===== src/rtl/seg7_pkg.sv =====
// seg7_pkg: digit byte layout, off levels and active-low hex glyph table
package seg7_pkg;
    localparam int DIG_VAL_HI = 3;
    localparam int DIG_VAL_LO = 0;
    localparam int DIG_DP = 4;
    localparam int DIG_BLANK = 5;
    localparam logic [7:0] DIG_RESET = 8'h20;
    localparam logic [3:0] SEL_OFF = 4'hF;
    localparam logic [7:0] SEG_OFF = 8'hFF;
    localparam logic [7:0] GLYPH [16] = '{
        8'hC0, 8'hF9, 8'hA4, 8'hB0, 8'h99, 8'h92, 8'h82, 8'hF8,
        8'h80, 8'h90, 8'h88, 8'h83, 8'hC6, 8'hA1, 8'h86, 8'h8E
    };
endpackage


===== src/rtl/seg7_hex_decode.sv =====
// seg7_hex_decode: digit byte to active-low {dp,g..a} segments with blank and dp
module seg7_hex_decode
    import seg7_pkg::*;
(
    input  logic [7:0] dig_i,
    output logic [7:0] seg_o
);
    logic unused_bits;
    assign unused_bits = ^dig_i[7:6];
    assign seg_o = dig_i[DIG_BLANK] ? SEG_OFF
                 : {~dig_i[DIG_DP], GLYPH[dig_i[DIG_VAL_HI:DIG_VAL_LO]][6:0]};
endmodule


===== src/rtl/seg7_scan_mux.sv =====
// seg7_scan_mux: 4-digit 7-segment scanner with frame-synchronous commit and dead time
module seg7_scan_mux
    import seg7_pkg::*;
#(
    parameter int SCAN_DIV = 50_000,
    parameter int DEAD_CYCLES = 500
) (
    input  logic       clk_50m,
    input  logic       sw_rst_n,
    input  logic       wr_en,
    input  logic [1:0] wr_addr,
    input  logic [7:0] wr_data,
    output logic [7:0] leds_o,
    output logic [3:0] sels_o,
    output logic       frame_o
);
    localparam int CW = $clog2(SCAN_DIV);
    localparam logic [CW-1:0] LAST = CW'(SCAN_DIV - 1);
    localparam logic [CW-1:0] DEAD = CW'(DEAD_CYCLES);

    logic [CW-1:0] cnt_q, cnt_d;
    logic [1:0]    idx_q, idx_d;
    logic [7:0]    pending_q [4], pending_d [4];
    logic [7:0]    shadow_q [4], shadow_d [4];
    logic [7:0]    leds_q, leds_d, seg;
    logic [3:0]    sels_q, sels_d;
    logic          frame_q, frame_d, wrap, show;

    seg7_hex_decode u_dec (.dig_i(shadow_q[idx_q]), .seg_o(seg));

    // a blanked digit keeps its select off too, so it looks exactly like the gap
    always_comb begin
        wrap = cnt_q == LAST;
        cnt_d = wrap ? '0 : cnt_q + 1'b1;
        idx_d = wrap ? idx_q + 2'd1 : idx_q;
        frame_d = wrap && idx_q == 2'd3;
        pending_d = pending_q;
        if (wr_en) pending_d[wr_addr] = wr_data;
        shadow_d = frame_d ? pending_q : shadow_q;
        show = cnt_q >= DEAD && !shadow_q[idx_q][DIG_BLANK];
        leds_d = show ? seg : SEG_OFF;
        sels_d = show ? ~(4'b1 << idx_q) : SEL_OFF;
    end

    always_ff @(posedge clk_50m or negedge sw_rst_n) begin
        if (!sw_rst_n) begin
            cnt_q <= '0;
            idx_q <= '0;
            pending_q <= '{default: DIG_RESET};
            shadow_q <= '{default: DIG_RESET};
            leds_q <= SEG_OFF;
            sels_q <= SEL_OFF;
            frame_q <= 1'b0;
        end else begin
            cnt_q <= cnt_d;
            idx_q <= idx_d;
            pending_q <= pending_d;
            shadow_q <= shadow_d;
            leds_q <= leds_d;
            sels_q <= sels_d;
            frame_q <= frame_d;
        end
    end

    assign leds_o = leds_q;
    assign sels_o = sels_q;
    assign frame_o = frame_q;
endmodule

===== config.mk =====
export PLATFORM = sky130hd
export DESIGN_NAME = seg7_scan_mux
export DESIGN_NICKNAME = d
export VERILOG_FILES = /design/src/rtl/seg7_pkg.sv /design/src/rtl/seg7_hex_decode.sv /design/src/rtl/seg7_scan_mux.sv
export SDC_FILE = /design/constraint.sdc
export NUM_CORES = 1
export LEC_CHECK = 0
export CAP_MARGIN = 10
export CORE_MARGIN = 1
export CORE_UTILIZATION = 30
export DETAILED_ROUTE_END_ITERATION = 7
export PLACE_DENSITY_LB_ADDON = 0.08
export SLEW_MARGIN = 20
export SYNTH_ARGS = -nofsm -noshare
export SYNTH_HDL_FRONTEND = slang
export SYNTH_SLANG_ARGS = --single-unit

===== constraint.sdc =====
create_clock -name clk_50m -period 2 [get_ports clk_50m]
set_input_delay 0.2 -clock clk_50m [delete_from_list [all_inputs] [get_ports clk_50m]]
set_output_delay 0.2 -clock clk_50m [all_outputs]
set_load 0.01 [all_outputs]

Yosys cells after proc, flatten, opt, wreduce, memory -nomap -nowiden:

Memory sizes are Yosys's and may differ from the RTL's.
Index checks and enable logic that the tools add are counted.

* add/sub/neg operators: 2
* magnitude comparators: 5
* equal/unequal tests: 2
* shifts and indexed selects: 1
* mux-type cells: 12
* bitwise gates (word level): 5
* reductions and logical operators: 4

Operators by type and width (number)
* $bwmux 32: 1
* $mux 8: 3
* $add 16x1->16 const B: 1
* $bmux 8 s2: 1
* $demux 8 s2: 1
* $eq 16x16->1 const B: 1
* $ge 16x9->1 const B: 1
* $mux 16: 1
* $mux 7: 2
* $mux 6: 2
* $ge 3x3->1 const B: 2
* $not 2->3: 2
* $ge 5x5->1 const B: 1
* $not 4->5: 1
* $mux 4: 1
* $not 4->4: 1
* $shl 1x2->4 const A: 1
* $logic_and 1x1->1: 3
* $lt 3x1->1 const B: 1
* $add 2x1->2 const B: 1
* $eq 2x2->1 const B: 1
* $logic_not 1->1: 1
* $not 1->1: 1

* register bits: 95
* ROM bits: 128
* input bits: 13
* memories kept: 1

Memory list
* (name not given): words 16, width 8, rd ports 1, clocked after Yosys merged registers in 0, wr ports 0, line seg7_hex_decode.sv:11 `: {~dig_i[DIG_DP], GLYPH[dig_i[DIG_VAL_HI:DIG_VAL_LO]][6:0]};`

Longest topological paths before layout:

* depth in word-level cells: 10
* gate-level depth with buffers: 8

Hierarchy:

A second synthesis with hierarchy kept.

* cells, all modules: 308
* area total of the unflattened synthesis: 4451.8 sq um

Modules (own cells, without submodules)
* seg7_scan_mux: times used 1, cells each 267, area an instance 4167.7 sq um, sequential area each 2402.3 sq um
* seg7_hex_decode: times used 1, cells each 41, area an instance 284.0 sq um, sequential area each 0.0 sq um

Worst setup path after synthesis:

Ideal clock, no wire load.

* path type: register to register
* from: reg cnt_q[10]
* to: reg shadow_q[10] (netlist name)
* arrival time: 1.965 ns
* required time: 1.875 ns
* path slack: -0.090 ns
* stages on the path, launching flop included: 6
* clock period less this slack: 2.090 ns
* cells stage by stage: dfrtp_1 > or4_4 > nor4_4 > nand2_2 > buf_6 > mux2_4

* cells in the longest elaborated chain, start to end: 2

RTL lines
* start, declared: line seg7_scan_mux.sv:21 `logic [CW-1:0] cnt_q, cnt_d;`
* start signal, assigned: line seg7_scan_mux.sv:55 `cnt_q <= cnt_d;`
* $eq 16x16->1: line seg7_scan_mux.sv:33 `wrap = cnt_q == LAST;`
* $logic_and 1x1->1: line seg7_scan_mux.sv:36 `frame_d = wrap && idx_q == 2'd3;`
* end signal, assigned: line seg7_scan_mux.sv:58 `shadow_q <= shadow_d;`
* end, declared: line seg7_scan_mux.sv:24 `logic [7:0] shadow_q [4], shadow_d [4];`

No other way between the ends.
A chain may end at the register's enable or synchronous reset.

Final worst setup path:

* from: reg cnt_q[7]
* to: reg shadow_q[20] (netlist name)

Same word-level chain as after synthesis.

==> out/summary.txt <==
outcome = finished with violations
violations in the final reports = design-rule violations
top_reg_cell synth = dfrtp_1
residual DRC count = 4
fin crit period = 1992 ps
Max Fclk = 0.5019 GHz
DRT Wirelength = 6739 um
relative slew slack = 67.75%
RSZ-0062 raised after global routing = true
layout cell share with drive strength beyond 1 = 39.56%
core region area = 11610 um2
internal power = 2.829 mW
Setup Crit Path Kind = reg -> reg
CTS Sinks = 79
Wirelength per Cell = 14.68 um
CTS buffer count = 9
row count = 39
Synth Cell Area = 3621 um2
Sw Ratio = 20.87%
power per cell area = 794.3 nW/um2
Critical Path Start Type = flop
initial antenna violation count = 0
vias = 2093
CP max FO = 24
share of power burned in registers = 48.9%
sequential area share after synthesis = 55.29%
peak supply drop = 0.5052 mV
Routed Antenna Nets = 0
CTS tree = yes
Max Cap Viol = 0
CTS clk-pin slew, worst paths = 60 ps
Netlist cell types = 39
Final Worst Setup Slack = 7.635 ps
Starting DRT DRC Count = 132
Die ar. = 12510 um2
first-pass GRT wire length = 11710 um
gr ovfl total = 0
Antenna Cells = 0
CTS max path bufs = 2
drt pass-1 iters = 6
WP data required = 2220 ps
power consumption = 3.575 mW
R2R Setup Slk = 8 ps
Hold Violations, Final = 0
Post-CTS Setup Bufs = 0
Die W = 111.9 um
CTS Root Cell = clkbuf_16
CTS H-tree lvls = 3
Avg Cell Area, Syn = 13.77 um2
crit path DAT = 2210 ps
Boundary Pins = 26
Synth warnings = 0
Post-Syn Nets = 288
clock skew = 7.298 ps
Worst Max-Slew Pin Slew = 483.8 ps
vias in the first global route = 2243
post-place setup slack = 13.47 ps
Starting Density = 31.18%
synthesized flop and latch total = 79
Cells after Synth = 263
Hold Path Class = in -> async
async set-reset flop share out of synthesis = 100.0%
final slew viol count = 0
EDFF count, synth = 0
Total Routing Usage GR = 12.47%
Final #Nets = 337
Lkg Pwr = 2.027 nW
Clk Latency, worst-skew pair = 340 ps
crit share post-route = 99.62%
Psw = 0.7461 mW
Crit. End Element = flop
Syn-to-layout area delta = 24.29%
# setup viols final = 0
placed wire-length estimate = 4561 um
Vert. Die Dim = 111.9 um
Comb power frac = 4.7%
via/cell ratio = 4.560
pin count of the biggest net entering global routing = 45
PortBufs = 23
clock share of power = 46.4%
gpl congestion = 0.7192
==> cell usage in the layout, fill, tap and decap left out, types with 3 or more instances in the layout <==
master and instances:
inv_1 6, mux2i_1 7, ha_1 10, nor3_1 3, mux2_2 34, nand2_1 14, o21ai_0 4, mux4_2 4
dfstp_2 20, clkbuf_16 9, nor4_1 3, xnor2_1 7, buf_4 21, dfrtp_1 58, nand3_1 10, xor2_1 7
nand4_1 4, nor2_1 12, clkdlybuf4s50_1 22, mux2_4 20, a21oi_1 6
==> final cells by class <==
cell class | count | area [um2]
fill | 1133 | 7113
timing repair buffer | 46 | 427.9
clock buffer | 12 | 256.5
tap | 143 | 178.9
multi-input combinational | 167 | 1558
sequential | 79 | 2003
clock inverter | 3 | 42.54
inverter | 9 | 33.78
==> per-stage QoR <==
step	util, %	hold WS, ps	instance area [um2]	cells	setup TNS (ps)
floorplan	-	-95.59	3628	263	-785.1
global placement	35.97	202.6	4178	443	0
detailed placement	35.97	201.1	4178	443	0
CTS	38.64	381.8	4488	459	0
global route	38.75	404.9	4501	459	-1768
finish	38.75	367.2	4501	459	0
==> power by group through the flow <==
stage	sequential, mW	combinational [mW]	clock, mW
2_1_floorplan	1.76	0.0959	0
3_3_place_gp	1.77	0.170	0
3_5_place_dp	1.78	0.174	0
4_1_cts	1.75	0.177	1.73
5_1_grt	1.76	0.191	1.80
6_report	1.75	0.169	1.66
==> cells by family after synthesis <==
group / Yosys count / synth area share, %
compound gates: 16 / 2.695
xor+xnor: 14 / 3.386
fa+ha+maj: 12 / 4.146
buf+inv: 17 / 2.211
flops: 79 / 55.29
mux: 65 / 23.29
simple gates: 60 / 8.984
==> Yosys cell counts (2+ instances only) <==
master | number | area [um2]
mux4_2 | 4 | 90.09
nor2_1 | 12 | 45.04
nand2_1 | 14 | 52.55
nand3_1 | 10 | 50.05
nand3b_1 | 2 | 15.01
inv_1 | 8 | 30.03
a21oi_1 | 6 | 30.03
mux2_2 | 34 | 382.9
ha_1 | 12 | 150.1
nor3_1 | 3 | 15.01
o21ai_0 | 5 | 25.02
buf_6 | 2 | 22.52
xnor2_1 | 7 | 61.31
nor3b_1 | 2 | 15.01
dfrtp_1 | 59 | 1476
xor2_1 | 7 | 61.31
nor4_1 | 3 | 18.77
mux2i_1 | 7 | 70.07
nand4_1 | 4 | 25.02
dfstp_2 | 20 | 525.5
mux2_4 | 20 | 300.3
clkbuf_1 | 5 | 18.77
==> worst max-delay path, cell delays in order, from the launching register on <==
cell and delay, ps:
dfrtp_1 390, or4b_4 570, nor4_4 310, nand2_2 110, buf_12 190, mux2_4 300
==> path summary, 6_finish.rpt <==
check / startpoint / endpoint / cells after the start
setup / recovery: cnt_q[7] / shadow_q[20] / 5
hold / removal: sw_rst_n / cnt_q[7] / 2
setup reg to reg: cnt_q[7] / shadow_q[20] / 5
hold reg to reg: cnt_q[13] / cnt_q[13] / 1
max in group asynchronous: sw_rst_n / leds_o[1] / 3
min in group clk_50m: cnt_q[13] / cnt_q[13] / 1
==> per-layer routing <==
layer / track usage (%) / vias up / part of all wire, %
met1: 16.24 / 1022 / 51
met2: 19.05 / 33 / 44
met5: 0 / - / 0
met4: 5.405 / 0 / 1.4
met3: 3.919 / 11 / 3.8
li1: - / 1027 / -
==> state kept, by name, indices dropped and copies added, names as in the netlist <==
name / flops
idx_q: 2
sels_o: 4
shadow_q: 24
pending_q: 24
cnt_q: 16
frame_o: 1
leds_o: 8
==> timing repair <==
action / 4_1_cts / 5_1_grt
pin swaps: 0 / 1
hold buffers: 1 / 0
endpoints found under the setup margin: 1 / 26
gates resized for setup: 1 / 5
hold endpoints to repair: 25 / 0
Note: power is estimated with default switching activity, not from simulation.
